## src/rtl/scan_pkg.sv

```systemverilog
`default_nettype none
// ============================================================================
//  Module   : scan_pkg
//  Purpose  : Shared types and constants for the decoder scan controller.
//  Revision : 1.0  initial release
// ============================================================================
package scan_pkg;

    localparam int NUM_LINES = 8;
    localparam int SEL_W     = 3;

    typedef enum logic [1:0] {
        IDLE  = 2'd0,
        BLANK = 2'd1,
        DRIVE = 2'd2
    } scan_state_t;

endpackage : scan_pkg
`default_nettype wire

```

## src/rtl/mask_next_idx.sv

```systemverilog
`default_nettype none
// ============================================================================
//  Module   : mask_next_idx
//  Purpose  : Rotating priority finder. Returns the first set mask bit strictly
//             above cur, wrapping modulo NUM_LINES (cur itself is tried last).
//             wrap flags that the result is at or below cur; none flags an
//             empty mask.
//  Revision : 1.0  initial release
// ============================================================================
module mask_next_idx
    import scan_pkg::*;
(
    input  logic [NUM_LINES-1:0] mask,
    input  logic [SEL_W-1:0]     cur,
    output logic [SEL_W-1:0]     nxt,
    output logic                 wrap,
    output logic                 none
);

    logic [SEL_W-1:0] w_probe;
    logic             w_found;

    // Search upward from cur+1, taking the first set bit found
    always_comb begin
        nxt     = cur;
        w_found = 1'b0;
        w_probe = '0;
        for (int k = 1; k <= NUM_LINES; k++) begin
            w_probe = cur + SEL_W'(k);
            if (!w_found && mask[w_probe]) begin
                nxt     = w_probe;
                w_found = 1'b1;
            end
        end
    end

    assign none = ~|mask;
    assign wrap = ~none & (nxt <= cur);

endmodule : mask_next_idx
`default_nettype wire

```

## src/rtl/decoder_scan_ctrl.sv

```systemverilog
`default_nettype none
// ============================================================================
//  Module   : decoder_scan_ctrl
//  Purpose  : Sequencer feeding a 3-to-8 decoder. Steps through the lines set
//             in a shadowed mask, holds each for a programmable dwell and
//             inserts a blanking gap so that sel only moves while sel_en is low.
//  Revision : 1.0  initial release
// ============================================================================
module decoder_scan_ctrl
    import scan_pkg::*;
#(
    parameter int DWELL_W   = 16,
    parameter int BLANK_CYC = 2
)
(
    input  logic                 clk,
    input  logic                 reset,
    input  logic                 start,
    input  logic                 stop,
    input  logic [NUM_LINES-1:0] mask,
    input  logic [DWELL_W-1:0]   dwell,
    output logic [SEL_W-1:0]     sel,
    output logic                 sel_en,
    output logic                 frame_done,
    output logic                 busy
);

    localparam int                 c_BCNT_W    = (BLANK_CYC > 2) ? $clog2(BLANK_CYC) : 1;
    localparam logic [c_BCNT_W-1:0] c_BCNT_LOAD = c_BCNT_W'((BLANK_CYC > 0) ? BLANK_CYC - 1 : 0);
    localparam bit                 c_NO_BLANK  = (BLANK_CYC == 0);
    localparam logic [SEL_W-1:0]   c_LAST_IDX  = SEL_W'(NUM_LINES - 1);

    // Dwell of 0 behaves as 1; counter runs from dwell-1 down to 0
    function automatic logic [DWELL_W-1:0] f_dwell_load(input logic [DWELL_W-1:0] d);
        return (d == '0) ? '0 : d - DWELL_W'(1);
    endfunction

    scan_state_t            r_state;
    logic [SEL_W-1:0]       r_sel;
    logic                   r_sel_en;
    logic                   r_frame_done;
    logic                   r_busy;
    logic                   r_pend;
    logic [NUM_LINES-1:0]   r_mask_sh;
    logic [DWELL_W-1:0]     r_dwell_sh;
    logic [c_BCNT_W-1:0]    r_bcnt;
    logic [DWELL_W-1:0]     r_dcnt;

    scan_state_t            w_state_nxt;
    logic [SEL_W-1:0]       w_sel_nxt;
    logic                   w_sel_en_nxt;
    logic                   w_frame_done_nxt;
    logic                   w_busy_nxt;
    logic                   w_pend_nxt;
    logic [NUM_LINES-1:0]   w_mask_sh_nxt;
    logic [DWELL_W-1:0]     w_dwell_sh_nxt;
    logic [c_BCNT_W-1:0]    w_bcnt_nxt;
    logic [DWELL_W-1:0]     w_dcnt_nxt;

    logic [SEL_W-1:0]       w_first_idx;
    logic                   w_first_wrap;
    logic                   w_first_none;
    logic [SEL_W-1:0]       w_step_idx;
    logic                   w_step_wrap;
    logic                   w_step_none;
    logic                   w_frame_wrap;

    // First line of a frame, searched in the live mask input from bit 0
    mask_next_idx u_first (
        .mask (mask),
        .cur  (c_LAST_IDX),
        .nxt  (w_first_idx),
        .wrap (w_first_wrap),
        .none (w_first_none)
    );

    // Next line within the current frame, searched in the shadow mask
    mask_next_idx u_step (
        .mask (r_mask_sh),
        .cur  (r_sel),
        .nxt  (w_step_idx),
        .wrap (w_step_wrap),
        .none (w_step_none)
    );

    assign w_frame_wrap = w_step_wrap | w_step_none;

    // State, datapath and registered outputs
    always_ff @(posedge clk or posedge reset) begin
        if (reset) begin
            r_state      <= IDLE;
            r_sel        <= '0;
            r_sel_en     <= 1'b0;
            r_frame_done <= 1'b0;
            r_busy       <= 1'b0;
            r_pend       <= 1'b0;
            r_mask_sh    <= '0;
            r_dwell_sh   <= '0;
            r_bcnt       <= '0;
            r_dcnt       <= '0;
        end else begin
            r_state      <= w_state_nxt;
            r_sel        <= w_sel_nxt;
            r_sel_en     <= w_sel_en_nxt;
            r_frame_done <= w_frame_done_nxt;
            r_busy       <= w_busy_nxt;
            r_pend       <= w_pend_nxt;
            r_mask_sh    <= w_mask_sh_nxt;
            r_dwell_sh   <= w_dwell_sh_nxt;
            r_bcnt       <= w_bcnt_nxt;
            r_dcnt       <= w_dcnt_nxt;
        end
    end

    // Next state, next line index, counters and frame-boundary relatch
    always_comb begin
        w_state_nxt      = r_state;
        w_sel_nxt        = r_sel;
        w_frame_done_nxt = 1'b0;
        w_pend_nxt       = r_pend;
        w_mask_sh_nxt    = r_mask_sh;
        w_dwell_sh_nxt   = r_dwell_sh;
        w_bcnt_nxt       = r_bcnt;
        w_dcnt_nxt       = r_dcnt;

        case (r_state)
            IDLE: begin
                if (start && !stop && w_first_wrap) begin
                    w_mask_sh_nxt  = mask;
                    w_dwell_sh_nxt = dwell;
                    w_sel_nxt      = w_first_idx;
                    w_pend_nxt     = 1'b0;
                    if (c_NO_BLANK) begin
                        w_state_nxt = DRIVE;
                        w_dcnt_nxt  = f_dwell_load(dwell);
                    end else begin
                        w_state_nxt = BLANK;
                        w_bcnt_nxt  = c_BCNT_LOAD;
                    end
                end
            end

            BLANK: begin
                if (stop) begin
                    w_state_nxt = IDLE;
                    w_pend_nxt  = 1'b0;
                end else if (r_bcnt == '0) begin
                    w_state_nxt = DRIVE;
                    w_dcnt_nxt  = f_dwell_load(r_dwell_sh);
                end else begin
                    w_bcnt_nxt = r_bcnt - c_BCNT_W'(1);
                end
            end

            DRIVE: begin
                if (stop) begin
                    w_pend_nxt = 1'b1;
                end
                if (r_dcnt == '0) begin
                    // Shadow registers only move at the frame boundary
                    if (w_frame_wrap) begin
                        w_mask_sh_nxt    = mask;
                        w_dwell_sh_nxt   = dwell;
                        w_frame_done_nxt = 1'b1;
                    end
                    if (r_pend || stop) begin
                        w_state_nxt = IDLE;
                        w_pend_nxt  = 1'b0;
                    end else if (w_frame_wrap && w_first_none) begin
                        w_state_nxt = IDLE;
                    end else begin
                        w_sel_nxt = w_frame_wrap ? w_first_idx : w_step_idx;
                        if (c_NO_BLANK) begin
                            w_state_nxt = DRIVE;
                            w_dcnt_nxt  = f_dwell_load(w_frame_wrap ? dwell : r_dwell_sh);
                        end else begin
                            w_state_nxt = BLANK;
                            w_bcnt_nxt  = c_BCNT_LOAD;
                        end
                    end
                end else begin
                    w_dcnt_nxt = r_dcnt - DWELL_W'(1);
                end
            end

            default: begin
                w_state_nxt = IDLE;
            end
        endcase
    end

    // Output decode from the state being entered
    always_comb begin
        w_sel_en_nxt = (w_state_nxt == DRIVE);
        w_busy_nxt   = (w_state_nxt != IDLE);
    end

    assign sel        = r_sel;
    assign sel_en     = r_sel_en;
    assign frame_done = r_frame_done;
    assign busy       = r_busy;

endmodule : decoder_scan_ctrl
`default_nettype wire

```

## config.mk

```make
export PLATFORM = sky130hd
export DESIGN_NAME = decoder_scan_ctrl
export DESIGN_NICKNAME = d
export VERILOG_FILES = /design/src/rtl/scan_pkg.sv /design/src/rtl/mask_next_idx.sv /design/src/rtl/decoder_scan_ctrl.sv
export SDC_FILE = /design/constraint.sdc
export NUM_CORES = 1
export LEC_CHECK = 0
export CAP_MARGIN = 40
export CORE_MARGIN = 3
export CORE_UTILIZATION = 55
export CTS_CLUSTER_DIAMETER = 150
export CTS_CLUSTER_SIZE = 28
export DETAILED_ROUTE_END_ITERATION = 8
export GPL_ROUTABILITY_DRIVEN = 0
export PLACE_DENSITY = 0.73
export SYNTH_ARGS = -nofsm -noshare
export SYNTH_HDL_FRONTEND = slang
export SYNTH_HIERARCHICAL = 1
export SYNTH_SLANG_ARGS = --single-unit
```

## constraint.sdc

```tcl
create_clock -name clk -period 6.25 [get_ports clk]
set_input_delay 0.9375 -clock clk [delete_from_list [all_inputs] [get_ports clk]]
set_output_delay 0.9375 -clock clk [all_outputs]
set_load 0.01 [all_outputs]
```

* Word-level counts from Yosys, hierarchy flattened *
Cells that the tools add are included.

storage, ports and cells
  register bits after elaboration = 50
  input port bits = 28
  output and inout bits = 6
  logic and storage cells = 182

operators by class
  add/sub/neg operators = 10
  $lt $le $gt $ge = 10
  equal/unequal tests = 12
  mux-type cells = 88
  bitwise logic cells = 3
  reductions and logical operators = 49

operator list
  cell                     count
  $mux W16                 7
  $pmux W16 S2             2
  $mux W3                  21
  $mux W1                  38
  $logic_not A16 Y1        2
  $lt A3 B4 Y1 const B     8
  $sub A16 B1 Y16 const B  2
  $bmux W1 S3              8
  $mux W8                  3
  $ne A2 B2 Y1 const B     9
  $logic_and A1 B1 Y1      17
  $logic_not A1 Y1         17
  $pmux W8 S2              1
  $reduce_or A8 Y1         2
  $add A3 B3 Y3 const B    4
  $mux W2                  4
  $reduce_and A4 Y1        2
  $add A3 B2 Y3 const B    2
  $pmux W1 S3              2
  $pmux W2 S3              1
  $pmux W3 S2              1
  $reduce_and A6 Y1        1
  $reduce_bool A2 Y1       3
  $reduce_and A5 Y1        1
  other kinds (12)         14

* Depth between registers and ports, before layout *
Gate-level depths: netlist of the first run.

  depth in word-level cells = 34
  depth in mapped cells = 21
  gate-level depth less buffers = 19

* Cells and area by module *
Netlist of the first run, hierarchy kept.

by module, submodules not included
  module             instances  cells an instance  area an instance (µm²)  sequential area each (µm²)
  decoder_scan_ctrl  1          259                2869.0                  1251.2
  mask_next_idx      2          100                954.7                   0.0

* Worst setup path before layout of the first run *
OpenSTA, ideal clock, no wires.

  path kind = register to register
  start point = register r_sel[1], in the netlist sel[1]
  end point = register r_dwell_sh[0]
  arrival time = 4.280 ns
  required time = 6.125 ns
  setup slack = 1.845 ns
  stages on the path, launching flop included = 20
  buffers on the path = 3
  path through = dfrtp_1 buf_6 inv_1 ha_1 clkbuf_1 mux4_2 mux2i_4 nand2_4 nor4_4 a21boi_1 o32ai_2 ha_1 a21o_1 a21oi_1 a31oi_1 nor2_1 nor3_2 o21bai_2 buf_6 mux2_4

between the ends
  cells in the longest elaborated chain, start to end = 30
  elaborated cells on any way between the ends = 57
  classes of those cells = add/sub (7); order compare (1); eq/ne (1); mux (31); bitwise (2); reduce/logical (15)

RTL lines
  what                           RTL line                  text
  from (decl)                    decoder_scan_ctrl.sv:39   logic [SEL_W-1:0] r_sel;
  from (signal assigned)         decoder_scan_ctrl.sv:103  r_sel <= w_sel_nxt;
  $add A3 B1 Y3                  mask_next_idx.sv:29       w_probe = cur + SEL_W'(k);
  $bmux W1 S3                    mask_next_idx.sv:30       if (!w_found && mask[w_probe]) begin
  $mux W1 (not written as such)  mask_next_idx.sv:30
  $mux W1                        mask_next_idx.sv:30
  $logic_not A1 Y1               mask_next_idx.sv:30
  $logic_and A1 B1 Y1            mask_next_idx.sv:30
  $mux W1                        mask_next_idx.sv:30
  $logic_not A1 Y1               mask_next_idx.sv:30
  [... 16 more ...]              n/a
  $mux W3 *                      mask_next_idx.sv:30
  named net w_step_idx[1]        decoder_scan_ctrl.sv:63   logic [SEL_W-1:0] w_step_idx;
  $le A3 B3 Y1 *                 mask_next_idx.sv:38       assign wrap = ~none & (nxt <= cur);
  $and A1 B1 Y1 *                mask_next_idx.sv:38
  named net w_step_wrap          decoder_scan_ctrl.sv:64   logic w_step_wrap;
  $or A1 B1 Y1 *                 decoder_scan_ctrl.sv:86   assign w_frame_wrap = w_step_wrap | w_step_none;
  $ne A2 B2 Y1 (no line) *       n/a
  $reduce_and A4 Y1 (no line) *  n/a
  to (signal assigned)           decoder_scan_ctrl.sv:109  r_dwell_sh <= w_dwell_sh_nxt;
  to (decl)                      decoder_scan_ctrl.sv:45   logic [DWELL_W-1:0] r_dwell_sh;

The timed path passes the listed nets; every way through them passes the cells marked *. The select of a mux whose other input is x is not followed.
A chain may end at the register's enable or synchronous reset.

* Worst setup path in the final report of the first run *
  start point = register r_sel[0], in the netlist sel[0]
  end point = register r_dwell_sh[12]

The elaborated chain is that of the path after synthesis.

==> metrics.txt, run 1 <==
die height=99.2 um; peak supply drop=0.235 mV; Worst Hold Depth=2; Slew headroom=52.2%; die footprint=9840 sq um; top cells by count, synth=dfrtp_1 (50), nand2_1 (30), nor2_1 (25); Slew Limit Fails=0; setup bufs post-CTS=0; Pleak=2.11 nW; DR vias/cell=6.63; hold path start=r_dcnt[1]$_DFFE_PP0P_; Core Box Area=8340 sq um; Seq pwr share=25.7%; top-count cell post-synth=dfrtp_1; Gate Count Post-Synth=459; register area=1250 sq um; worst flop-to-flop path endpoint=r_dwell_sh[12]$_DFFE_PP0P_; DR pass1 iterations=4; Logic pwr share=67.8%; average wire per standard cell=18.8 um; top-area cell type share of the netlist area=26.2%; critical path peak fanout=24; RSZ-0062 raised after global routing=false; Root Driver=clkbuf_8; Longest Clk Path Bufs=2; CP Capture Type=flop; Sw Share=48.0%; CTS tree=done; Worst path max stage delay=710 ps; CTS sink cnt=50; final hold vios=0; Mapped Area=4780 sq um; clock share of power=6.5%; R2R Setup Slk=1140 ps; Critical path origin=sel[0]$_DFFE_PP0P_; Clock Latency Late Sink=310 ps; DR vias=3939; Cell Rows=33; nets@finish=529; Post-DP Area=5170 sq um; setup_tns=0 ps; Global Route Usage Sum=23.2%; Top delay family on crit path=multiplexers; Critical Path Most Common Cell=ha_1; Clock transition at path regs=90 ps; worst hold path type=flop to flop; WHS Endpoint=r_dcnt[1]$_DFFE_PP0P_; CTS Hold Bufs=0; Die Wd=99.2 um; switching power=1.46 mW; DR DRC count=0; routed wire length=11.2 mm; number of global-route vias before repair=3776; Ant. Diodes=0; Data required, critical path=6450 ps; post-cts sizing count=0; async set-reset flop share out of synthesis=100%; crit start category=flop; Final min period=5110 ps; initial antenna violation count=0; first-pass GRT wire length=18.8 mm; CP bufs+invs=2; Crit-path slowest cell=dfrtp_1; Power Internal=1.58 mW; gr ovfl total=0; Filler cells=709; Synth area leader=dfrtp_1; IO Count=34; Layout area overhead=10.1%; sequential area share after synthesis=26.2%; ys flop type=dfrtp_1; Slew @ Worst Pin=716 ps; DP Wirelength=8.43 mm; Fmax achieved=196 MHz; pwr/cell area=578 nW/um^2; worst path arrival time=5300 ps; critical path class=flop to flop; H-tree Lvls=2; Mapped Avg Cell Area=10.4 sq um; Yosys reg bits=50; layout cell share with drive strength beyond 1=20.2%; Finish-stage setup viols=0; Yosys cell types=80; largest net degree at the start of global routing=36; Final Cycle Share=81.8%; RR Startpoint=sel[0]$_DFFE_PP0P_; antenna-violating nets left=0; Worst Clk Skew=11.2 ps; initial DRC count=266; CTS buffer count=5; IO Port Bufs=33; multi-input logic area=3350 sq um; Post-synth EDFFs=0; Starting Density=57.3%; yosys warns=6; Max-cap violations=0; fin area=5260 sq um; crit-path cells=inv_2 -> ha_1 -> mux4_2 -> mux2i_4 -> nand2_4 -> nor4_4 -> a21boi_1 -> o32ai_2 -> ha_1 -> a21o_1 -> a21oi_1 -> a31oi_1 -> nor2_1 -> nor3_2 -> o21bai_2 -> buf_4 -> mux2_1; Synth area leaders=dfrtp_1 (26%), mux4_2 (9.4%), mux2_4 (6.3%); worst reg-to-reg path cell count=17; outcome=complete, no violations
==> cells in the final DEF (no fill, tap or decap), types with 5 or more instances in the layout <==
master,n
dfrtp_1,50
clkdlybuf4s50_1,33
nand2_1,30
nor2_1,25
mux2_4,20
a21oi_1,20
mux4_2,20
nor3_1,17
o21ai_1,14
inv_1,13
ha_1,13
a31oi_1,12
xnor2_1,11
o21ai_0,10
mux2_2,9
mux2i_1,9
xor2_1,8
conb_1,7
or4_1,6
nor2b_1,6
a21o_1,6
nand3_1,6
clkbuf_8,6
a221oi_1,6
and2_1,6
o22ai_1,5
and3_1,5
mux2_1,5
==> registers in the layout, indices dropped and copies added (netlist names) <==
register	count
frame_done	1
sel_en	1
sel	3
r_mask_sh	8
r_state	2
r_dcnt	16
r_pend	1
busy	1
r_bcnt	1
r_dwell_sh	16
==> metal layers <==
metal	up-vias	global-route usage [%]	part of all wire (%)
met1	1941	35.0	47
met4	0	4.62	0.84
li1	1834	-	-
met3	10	3.30	7.0
met5	-	0	0
met2	154	36.0	45
==> logic make-up after synthesis <==
kind of cell,Yosys count,share of synthesized area (%)
simple gates,140,18.1
mux,73,25.6
compound gates,123,18.3
xor+xnor,21,4.16
flops,50,26.2
buf+inv,38,4.24
fa+ha+maj,13,3.40
other cells,1,0.0785
==> power groups by stage <==
stage | combinational [mW] | clock, mW | sequential [mW]
after floorplan | 1.72 | 0 | 0.656
after detailed placement | 2.03 | 0 | 0.781
after global routing | 2.25 | 0.214 | 0.817
after global placement | 1.97 | 0 | 0.768
final | 2.06 | 0.199 | 0.781
after CTS | 2.04 | 0.201 | 0.774
==> worst max-delay path by stage <==
stage	cells after the start	endpoint
after floorplan	19	r_dwell_sh[0]$_DFFE_PP0P_
after global placement	17	r_dwell_sh[11]$_DFFE_PP0P_
after detailed placement	17	r_dwell_sh[12]$_DFFE_PP0P_
after CTS	17	r_dwell_sh[12]$_DFFE_PP0P_
after global routing	17	r_dwell_sh[11]$_DFFE_PP0P_
final	17	r_dwell_sh[12]$_DFFE_PP0P_
==> cell type report <==
cell class,count,share of cell area [%]
Multi-Input combinational cell,377,63.6
Sequential cell,50,23.8
Timing Repair Buffer,37,7.16
Tap cell,105,2.50
Clock buffer,7,1.64
Inverter,17,1.21
Clock inverter,1,0.0951
==> worst min-delay path, stage by stage (launching register included) <==
cell and delay (ps):
dfrtp_1 380, nand2_1 60, o21ai_1 70
==> through the flow <==
| stage | utilization [%] | hold slack (ps) | instances | worst slack (ps) | power [mW] |
|---|---|---|---|---|---|
| finish | 63.1 | 552 | 594 | 1140 | 3.04 |
| global route | 63.1 | 613 | 594 | 765 | 3.28 |
| CTS | 63.1 | 556 | 594 | 1170 | 3.01 |
| detailed placement | 62.0 | 536 | 586 | 969 | 2.81 |
| global placement | 61.6 | 528 | 584 | 1050 | 2.74 |
| floorplan | - | 501 | 465 | 1840 | 2.38 |
(Power assumes the default switching activity.)
==> run 2: changes to the inputs <==
- PLACE_DENSITY: 0.73 -> 0.76
- clock period: 6.25 -> 4.6 ns (I/O delays scaled with it)
==> run 2 against run 1 <==
Against the previous run:
- clock skew is 1.1 ps lower
- highest routed layer unchanged
- cell count is 2.9% higher
- first-iteration DRC count shrank 6.0%
- largest cell class unchanged
- cell area is 4.1% higher
- hold slack hardly changed
- clock power grew 62%
- sequential share of layout area decreased by 0.91 points
- global-route usage up 0.73 points
- via count increased by 1.6%
==> metrics.txt, run 2 (same netlist as run 1, synthesis figures left out) <==
outcome=complete, no violations; hold path start=r_dcnt[1]$_DFFE_PP0P_; Global Route Usage Sum=23.9%; Data required, critical path=4790 ps; Placed Cells=603; Power Internal=2.31 mW; number of global-route vias before repair=3808; Longest Clk Path Bufs=2; layout cell share with drive strength beyond 1=24.3%; Critical Path Most Common Cell=a21oi_1; Crit-path slowest cell=mux4_2; Slew headroom=48.7%; most frequent cells in the layout=dfrtp_1 (49), clkdlybuf4s50_1 (33), nand2_1 (30); biggest registers after layout=r_dcnt (16), r_dwell_sh (16), r_mask_sh (8); clock share of power=7.4%; antenna-violating nets left=0; CTS tree=done; routed wire length=11.5 mm; gr ovfl total=0; Fmax achieved=230 MHz; Top delay family on crit path=multiplexers; Pleak=2.21 nW; Slew Limit Fails=0; IO Count=34; average wire per standard cell=18.9 um; CP bufs+invs=2; commonest non-fill, non-tap cell in the layout=dfrtp_1; critical path class=input port to flop; nets@finish=547; Worst path max stage delay=540 ps; worst path arrival time=4530 ps; worst hold path type=flop to flop; DR vias=4001; Sw Share=46.8%; Die Wd=99.2 um; Clock Latency Late Sink=310 ps; IO Port Bufs=33; largest net degree at the start of global routing=37; worst flop-to-flop path endpoint=r_mask_sh[6]$_DFFE_PP0P_; Worst Clk Skew=10.0 ps; RSZ-0062 raised after global routing=false; R2R Setup Slk=330 ps; Slew @ Worst Pin=769 ps; H-tree Lvls=2; CP Capture Type=flop; Seq pwr share=22.8%; RR Startpoint=sel[0]$_DFFE_PP0P_; Cell Rows=33; DP Wirelength=8.63 mm; DR pass1 iterations=5; Final Cycle Share=94.3%; switching power=2.03 mW; Layout area overhead=14.6%; Root Driver=clkbuf_8; initial DRC count=250; WHS Endpoint=r_dcnt[1]$_DFFE_PP0P_; Core Box Area=8340 sq um; critical path peak fanout=8; final std cells w/o fill=611; initial antenna violation count=0; Final min period=4340 ps; die footprint=9840 sq um; CTS sink cnt=50; pwr/cell area=793 nW/um^2; worst reg-to-reg path cell count=16; Ant. Diodes=0; DR vias/cell=6.55; Starting Density=57.3%; setup_tns=0 ps; Max-cap violations=0; Worst Hold Depth=2; CTS Hold Bufs=0; die height=99.2 um; first-pass GRT wire length=19.4 mm; Logic pwr share=69.8%; peak supply drop=0.404 mV; final hold vios=0; Finish-stage setup viols=0; crit start category=input port; crit-path cells=clkdlybuf4s50_1 -> mux4_2 -> mux2_2 -> or3_4 -> o22ai_1 -> a21oi_1 -> ha_1 -> a21oi_1 -> a31oi_1 -> nor2_1 -> nand2_1 -> nor4_2 -> o21bai_4 -> buf_4 -> mux2_4; DR DRC count=0; Clock transition at path regs=80 ps; CTS buffer count=5
run 2: changes by cell type in the layout (fill, tap and decap cells not counted), sizes merged:
cell    delta
buf       +18
clkbuf     -1
bufinv     +1
clkinv     -1
run 2: area by class of cell:
| class | count | area (sq um) |
|---|---|---|
| inverters | 17 | 63.8 |
| repair buffers | 55 | 524 |
| well taps | 105 | 131 |
| multi-input cells | 377 | 3390 |
| clock inverters | 1 | 30.0 |
| clock buffers | 6 | 82.6 |
| flip-flops and latches | 50 | 1250 |
| fillers | 664 | 2870 |
run 2: through the flow:
step / instance area (sq um) / setup WS [ps] / utilization (%) / total power [mW] / hold WS [ps]
3_5_place_dp: 5320 / 1.20 / 63.8 / 3.88 / 535
4_1_cts: 5430 / 132 / 65.1 / 4.21 / 552
6_report: 5480 / 260 / 65.6 / 4.34 / 552
5_1_grt: 5480 / 31.1 / 65.6 / 4.69 / 587
2_1_floorplan: 4800 / 195 / - / 3.23 / 501
3_3_place_gp: 5280 / 130 / 63.3 / 3.77 / 526
run 2: layer usage:
metal	track usage, %	vias to the layer above	wire length, um
met2	37.0	152	5300
met5	0	-	0
met1	35.9	1954	5470
met3	3.30	18	588
li1	-	1877	-
met4	5.46	0	189
run 2: worst max-delay path by stage:
| stage | start | endpoint | slack (ps) | depth (start not counted) |
|---|---|---|---|---|
| after floorplan | sel[1]$_DFFE_PP0P_ | r_dwell_sh[0]$_DFFE_PP0P_ | 190 | 19 |
| after global placement | mask[0] | r_mask_sh[0]$_DFFE_PP0P_ | 130 | 16 |
| after detailed placement | mask[0] | r_mask_sh[7]$_DFFE_PP0P_ | 1 | 16 |
| after CTS | sel[1]$_DFFE_PP0P_ | r_mask_sh[6]$_DFFE_PP0P_ | 130 | 17 |
| after global routing | mask[0] | r_mask_sh[6]$_DFFE_PP0P_ | 30 | 18 |
| final | mask[0] | r_mask_sh[6]$_DFFE_PP0P_ | 260 | 15 |
run 2: worst reg2reg max path: stages (launching register included):
cell,delay [ps]
dfrtp_1,390
buf_4,200
ha_1,280
xnor2_1,300
mux2_2,450
nor4_4,320
a21boi_1,250
o32ai_2,130
ha_1,330
a21o_1,110
a21oi_1,60
a31oi_1,180
nor2_2,90
nor3_4,300
o21bai_4,210
buf_4,220
mux2_4,320
run 2: repair_timing:
action | CTS | global route
setup endpoints to repair | 0 | 28
buffers inserted | 0 | 1
gates resized for setup | 0 | 8
run 2: power groups by stage:
stage / sequential [mW] / combinational [mW] / clock [mW]
4_1_cts: 0.978 / 2.90 / 0.326
3_5_place_dp: 0.985 / 2.89 / 0
3_3_place_gp: 0.967 / 2.80 / 0
6_report: 0.988 / 3.03 / 0.322
5_1_grt: 1.02 / 3.32 / 0.347
2_1_floorplan: 0.892 / 2.34 / 0
==> edit 1: new RTL, config.mk and constraints of run 1 <==
Register the inputs `start`, `stop`, `mask` and `dwell` before use. The logic sees them one clock later.
--- a/src/rtl/decoder_scan_ctrl.sv
+++ b/src/rtl/decoder_scan_ctrl.sv
@@ -30,6 +30,18 @@
     localparam bit                 c_NO_BLANK  = (BLANK_CYC == 0);
     localparam logic [SEL_W-1:0]   c_LAST_IDX  = SEL_W'(NUM_LINES - 1);
 
+    logic start_q;
+    logic stop_q;
+    logic [NUM_LINES-1:0] mask_q;
+    logic [DWELL_W-1:0] dwell_q;
+
+    always_ff @(posedge clk) begin
+        start_q <= start;
+        stop_q  <= stop;
+        mask_q  <= mask;
+        dwell_q <= dwell;
+    end
+
     // Dwell of 0 behaves as 1; counter runs from dwell-1 down to 0
     function automatic logic [DWELL_W-1:0] f_dwell_load(input logic [DWELL_W-1:0] d);
         return (d == '0) ? '0 : d - DWELL_W'(1);
@@ -67,7 +79,7 @@
 
     // First line of a frame, searched in the live mask input from bit 0
     mask_next_idx u_first (
-        .mask (mask),
+        .mask (mask_q),
         .cur  (c_LAST_IDX),
         .nxt  (w_first_idx),
         .wrap (w_first_wrap),
@@ -125,14 +137,14 @@
 
         case (r_state)
             IDLE: begin
-                if (start && !stop && w_first_wrap) begin
-                    w_mask_sh_nxt  = mask;
-                    w_dwell_sh_nxt = dwell;
+                if (start_q && !stop_q && w_first_wrap) begin
+                    w_mask_sh_nxt  = mask_q;
+                    w_dwell_sh_nxt = dwell_q;
                     w_sel_nxt      = w_first_idx;
                     w_pend_nxt     = 1'b0;
                     if (c_NO_BLANK) begin
                         w_state_nxt = DRIVE;
-                        w_dcnt_nxt  = f_dwell_load(dwell);
+                        w_dcnt_nxt  = f_dwell_load(dwell_q);
                     end else begin
                         w_state_nxt = BLANK;
                         w_bcnt_nxt  = c_BCNT_LOAD;
@@ -141,7 +153,7 @@
             end
 
             BLANK: begin
-                if (stop) begin
+                if (stop_q) begin
                     w_state_nxt = IDLE;
                     w_pend_nxt  = 1'b0;
                 end else if (r_bcnt == '0) begin
@@ -153,17 +165,17 @@
             end
 
             DRIVE: begin
-                if (stop) begin
+                if (stop_q) begin
                     w_pend_nxt = 1'b1;
                 end
                 if (r_dcnt == '0) begin
                     // Shadow registers only move at the frame boundary
                     if (w_frame_wrap) begin
-                        w_mask_sh_nxt    = mask;
-                        w_dwell_sh_nxt   = dwell;
+                        w_mask_sh_nxt    = mask_q;
+                        w_dwell_sh_nxt   = dwell_q;
                         w_frame_done_nxt = 1'b1;
                     end
-                    if (r_pend || stop) begin
+                    if (r_pend || stop_q) begin
                         w_state_nxt = IDLE;
                         w_pend_nxt  = 1'b0;
                     end else if (w_frame_wrap && w_first_none) begin
@@ -172,7 +184,7 @@
                         w_sel_nxt = w_frame_wrap ? w_first_idx : w_step_idx;
                         if (c_NO_BLANK) begin
                             w_state_nxt = DRIVE;
-                            w_dcnt_nxt  = f_dwell_load(w_frame_wrap ? dwell : r_dwell_sh);
+                            w_dcnt_nxt  = f_dwell_load(w_frame_wrap ? dwell_q : r_dwell_sh);
                         end else begin
                             w_state_nxt = BLANK;
                             w_bcnt_nxt  = c_BCNT_LOAD;
Check against the original RTL: not equivalent (Yosys sat finds a counterexample within 4 cycles, from zero or initial values and one cycle with reset high).
==> edit 1 against run 1 <==
First-iteration DRC count shrank 28%. Power grew 6.7%. Worst setup slack lost 100 ps. Combinational power shrank 5%. Die area grew 8.8%. Clock power grew 86%. Sequential power grew 17%. Area after synthesis grew 9.4%. Sequential cell count grew 26. Wire length grew 2.2%. Final area grew 11%.
==> edit 1: results (changes against run 1) <==
- Placed Instances: 657 (+12%)
- Cell leakage power: 2.31 nW (+9.4%)
- Proportion of layout cells with a drive suffix above 1: 18.1% (-2.1 points)
- Final setup skew: 9.85 ps (-1.31 ps)
- Reg2Reg Capture Point: sel[1]$_DFFE_PP0P_
- Number of nets in the final layout: 583 (+10%)
- Worst slack at placement: 1200 ps (+233 ps)
- Global-route wire length before repair: 19.4 mm (+3.5%)
- Synth Area in Adders: 3.11% (-0.29 points)
- Post-layout min period: 5210 ps (+101 ps)
- Detailed-routing iteration count for the pre-antenna-repair pass: 5 (+1)
- Status: finished clean
- Internal reg-to-reg setup slack: 1040 ps (-100 ps)
- CP top delay family: compound AO/OA/AOI/OAI gates
- Syn_area_per_cell: 10.3 um^2 (-0.96%)
- Clock H-tree levels: 3 (+1)
- Number of DRC markers in iteration 0: 192 (-28%)
- Critical path's largest stage delay: 880 ps (+170 ps)
- Placed Area: 0.00566 mm^2 (+9.5%)
- Fraction of the mapped netlist area in compound gates: 16.5% (-1.8 points)
- Maximum number of pins on one net before global-route repair: 38 (+5.6%)
- CTS Buf Count: 9 (+4)
- Largest registers: dwell_q: 16 flops, r_dcnt: 16 flops, r_dwell_sh: 16 flops
- Final hold slack: 458 ps (-94.3 ps)
- Final HPWL from detailed placement: 8.34 mm (-1.1%)
- Maximum resistive drop on vdd: 0.000284 V (+21%)
- Proportion of synthesized chip area in sequential cells: 33.9% (+7.7 points)
- Share of synthesized flip-flops with an asynchronous set or reset: 65.8% (-34 points)
- Routed wire length: 11.4 mm (+2.2%)
- Count of distinct cell types in the synthesized netlist: 79 (-1.3%)
- Worst hold path endpoint: r_dwell_sh[1]$_DFFE_PP0P_
- Synth Area in XOR/XNOR: 3.47% (-0.69 points)
- Hold Startpoint: dwell_q[1]$_DFF_P_
- Skew-Pair Late Insertion Delay: 350 ps (+40 ps)
- Most numerous cell types in the synthesized netlist: 50 x dfrtp_1, 39 x nand2_1, 34 x nor2_1
- Slew HR: 43.0% (-9.2 points)
- Cell types occupying the most area after synthesis: dfrtp_1 24%, dfxtp_1 10%, mux4_2 9.5%
- Per-cell via count in the routed design: 6.37 (-3.9%)
- Core area: 0.00898 mm^2 (+7.6%)
- Vias in the first global route: 3950 (+4.6%)
- Maximum fanout along the worst path: 22 (-8.3%)
- Path depth of the worst reg2reg path: 18 (+1)
- Critical-path top delay cell: ha_1
[edit 1: cell types whose count changed in the layout (fill, tap and decap cells not counted), sizes merged, moves of 4 or more]
cell and change:
nand3 +7, nor2 +8, a21oi +4, dfxtp +26
nand2 +8, a22o +4, a31oi -7, nor3 -4
[edit 1: where the power goes]
group	switching (mW)	internal (mW)	total [mW]
clock	0.182	0.188	0.370
sequential	0.266	0.650	0.916
combinational	1.03	0.925	1.96
[edit 1: per-layer routing]
layer / global-route usage [%] / share of wire [%]
met1: 34.6 / 48
met2: 33.2 / 44
met3: 4.90 / 6.9
met4: 6.37 / 1.3
met5: 0 / 0
[edit 1: cell type report]
| type | instances | area [um^2] |
|---|---|---|
| Multi-Input combinational cell | 398 | 3270 |
| Tap cell | 126 | 158 |
| Timing Repair Buffer | 39 | 390 |
| Sequential cell | 76 | 1770 |
| Clock inverter | 6 | 71.3 |
| Inverter | 18 | 67.6 |
| Fill cell | 732 | 3120 |
| Clock buffer | 10 | 128 |
==> edit 2: new RTL, settings of run 1 <==
Made on the original files. Set the parameter `BLANK_CYC` to 4 (it was 2).
--- a/src/rtl/decoder_scan_ctrl.sv
+++ b/src/rtl/decoder_scan_ctrl.sv
@@ -10,7 +10,7 @@
     import scan_pkg::*;
 #(
     parameter int DWELL_W   = 16,
-    parameter int BLANK_CYC = 2
+    parameter int BLANK_CYC = 4
 )
 (
     input  logic                 clk,
Formal check against the unedited RTL: not equivalent (a bounded check fails within 4 cycles, from zero or initial values and one cycle with reset high).
==> edit 2 against run 1 <==
Area after synthesis about the same. Sequential cell count up 1. Wire length down 1.7%. Via count up 1.5%. Power down 8.4%. Global-route usage down 0.47 points. Core utilization down 0.39 points. Final area down 0.62%. Worst setup slack worse by 230 ps. Critical path type unchanged. Critical endpoint is now r_dwell_sh[13]$_DFFE_PP0P_. Largest cell class unchanged.
==> edit 2: results (changes against run 1) <==
- Cell leakage power: 2.03 nW (-3.8%)
- Slew HR: 47.4% (-4.8 points)
- Routed wire length: 11.0 mm (-1.7%)
- Worst EP arrival: 5530 ps (+230 ps)
- Maximum resistive drop on vdd: 0.000249 V (+5.7%)
- Most numerous cell types in the synthesized netlist: 51 x dfrtp_1, 33 x mux2_2, 30 x nand2_1
- Proportion of synthesized chip area in sequential cells: 26.7% (+0.51 points)
- Detailed-routing iteration count for the pre-antenna-repair pass: 5 (+1)
- Global-route wire length before repair: 18.4 mm (-2.0%)
- Final HPWL from detailed placement: 8.17 mm (-3.1%)
- Per-cell via count in the routed design: 6.64 (+0.15%)
- Cell types occupying the most area after synthesis: dfrtp_1 27%, mux4_2 9.4%, mux2_2 7.8%
- Worst slack at placement: 901 ps (-67.4 ps)
- Final setup skew: 9.46 ps (-1.71 ps)
- Maximum fanout along the worst path: 24 (unchanged)
- Number of DRC markers in iteration 0: 280 (+5.3%)
- Port Buffer Count: 33 (unchanged)
- Number of fill cells: 712 (+0.42%)
- Number of non-filler instances in the completed layout: 602 (+1.3%)
- Maximum number of pins on one net before global-route repair: 29 (-19%)
- Count of distinct cell types in the synthesized netlist: 71 (-11%)
- Critical path's largest stage delay: 750 ps (+40 ps)
- Met2 WL post-DR: 4.80 mm (-5.2%)
- Number of nets in the final layout: 538 (+1.7%)
- Met3 wire length: 760 um (-2.8%)
- Vias in the first global route: 3569 (-5.5%)
- Status: finished clean
- Total net switching power: 1.34 mW (-8.0%)
- Period Utilization, post-route: 85.4% (+3.6 points)
- Placed Area: 0.00513 mm^2 (-0.70%)
- Count of warnings emitted by yosys: 6 (unchanged)
- Routed length on met1: 5.34 mm (+2.0%)
- Placed Instances: 594 (+1.4%)
- Share of synthesized flip-flops with an asynchronous set or reset: 100% (unchanged)
- Proportion of layout cells with a drive suffix above 1: 19.7% (-0.53 points)
- Combined global-route utilization of all metal layers: 22.8% (-0.47 points)
- Cells after synthesis: 475 (+3.5%)
- CTS resizes: 0 (unchanged)
- Largest registers: r_dcnt: 16 flops, r_dwell_sh: 16 flops, r_mask_sh: 8 flops
==> edit 2: cell types whose count changed after synthesis, sizes merged, moves of 4 or more <==
cell / before / now
o311ai: 0 / 4
nand3: 6 / 12
o21ai: 25 / 19
nor4: 9 / 13
clkbuf: 6 / 13
a22o: 0 / 4
a31oi: 12 / 7
==> edit 2: worst max-delay path: cells and delay by family (launching register included) <==
kind / cells / cell delay, ps
AND/OR/NAND/NOR: 6 / 1310
multiplexers: 3 / 1120
AO/OA/AOI/OAI: 6 / 910
buffers and inverters: 1 / 250
flip-flops: 1 / 750
adder cells (fa/ha/maj): 2 / 870
==> edit 2: worst paths after layout <==
kind,startpoint,endpoint,slack [ps],cells past startpoint
max in group asynchronous,reset,r_dwell_sh[9]$_DFFE_PP0P_,4730,3
setup reg to reg,sel[0]$_DFFE_PP0P_,r_dwell_sh[13]$_DFFE_PP0P_,910,18
min in group asynchronous,reset,r_bcnt[1]$_DFFE_PP0P_,990,2
hold / removal,r_pend$_DFFE_PP0P_,r_pend$_DFFE_PP0P_,500,1
setup / recovery,sel[0]$_DFFE_PP0P_,r_dwell_sh[13]$_DFFE_PP0P_,910,18
hold reg to reg,r_pend$_DFFE_PP0P_,r_pend$_DFFE_PP0P_,500,1
==> edit 2: metal layers <==
metal  global-route usage, %  vias up
li1                        -     1878
met1                    37.1     1950
met2                    32.7      161
met3                    3.09        9
met4                    3.36        0
met5                       0        -
==> edit 2: logic make-up (layout without fill, tap and decap cells) <==
family | Yosys count | in the layout | share of synthesized area, %
simple gates | 149 | 149 | 18.6
compound gates | 118 | 118 | 17.6
mux | 73 | 73 | 23.9
flops | 51 | 51 | 26.7
buf+inv | 47 | 63 | 5.08
xor+xnor | 22 | 22 | 4.34
fa+ha+maj | 14 | 14 | 3.66
other cells | 1 | 7 | 0.0784
==> edit 2: area by class of cell <==
type	count	area, um^2	area share (%)
tap	105	131	2.51
clock inverter	3	26.3	0.503
multi-input combinational	383	3280	62.8
clock buffer	5	68.8	1.32
timing repair buffer	36	370	7.08
inverter	19	71.3	1.36
sequential	51	1280	24.4
==> edit 2: power groups by stage <==
stage / Clock, mW / Sequential [mW] / Combinational, mW
floorplan: 0 / 0.635 / 1.56
global placement: 0 / 0.752 / 1.75
detailed placement: 0 / 0.761 / 1.79
CTS: 0.209 / 0.753 / 1.80
global route: 0.221 / 0.794 / 1.99
finish: 0.205 / 0.758 / 1.82
==> edit 2: per-stage QoR <==
| step | utilization [%] | hold slack (ps) |
|---|---|---|
| after detailed placement | 61.6 | 467 |
| after floorplan | - | 450 |
| after CTS | 62.7 | 497 |
| after global placement | 61.1 | 469 |
| after global routing | 62.7 | 516 |
| final | 62.7 | 500 |
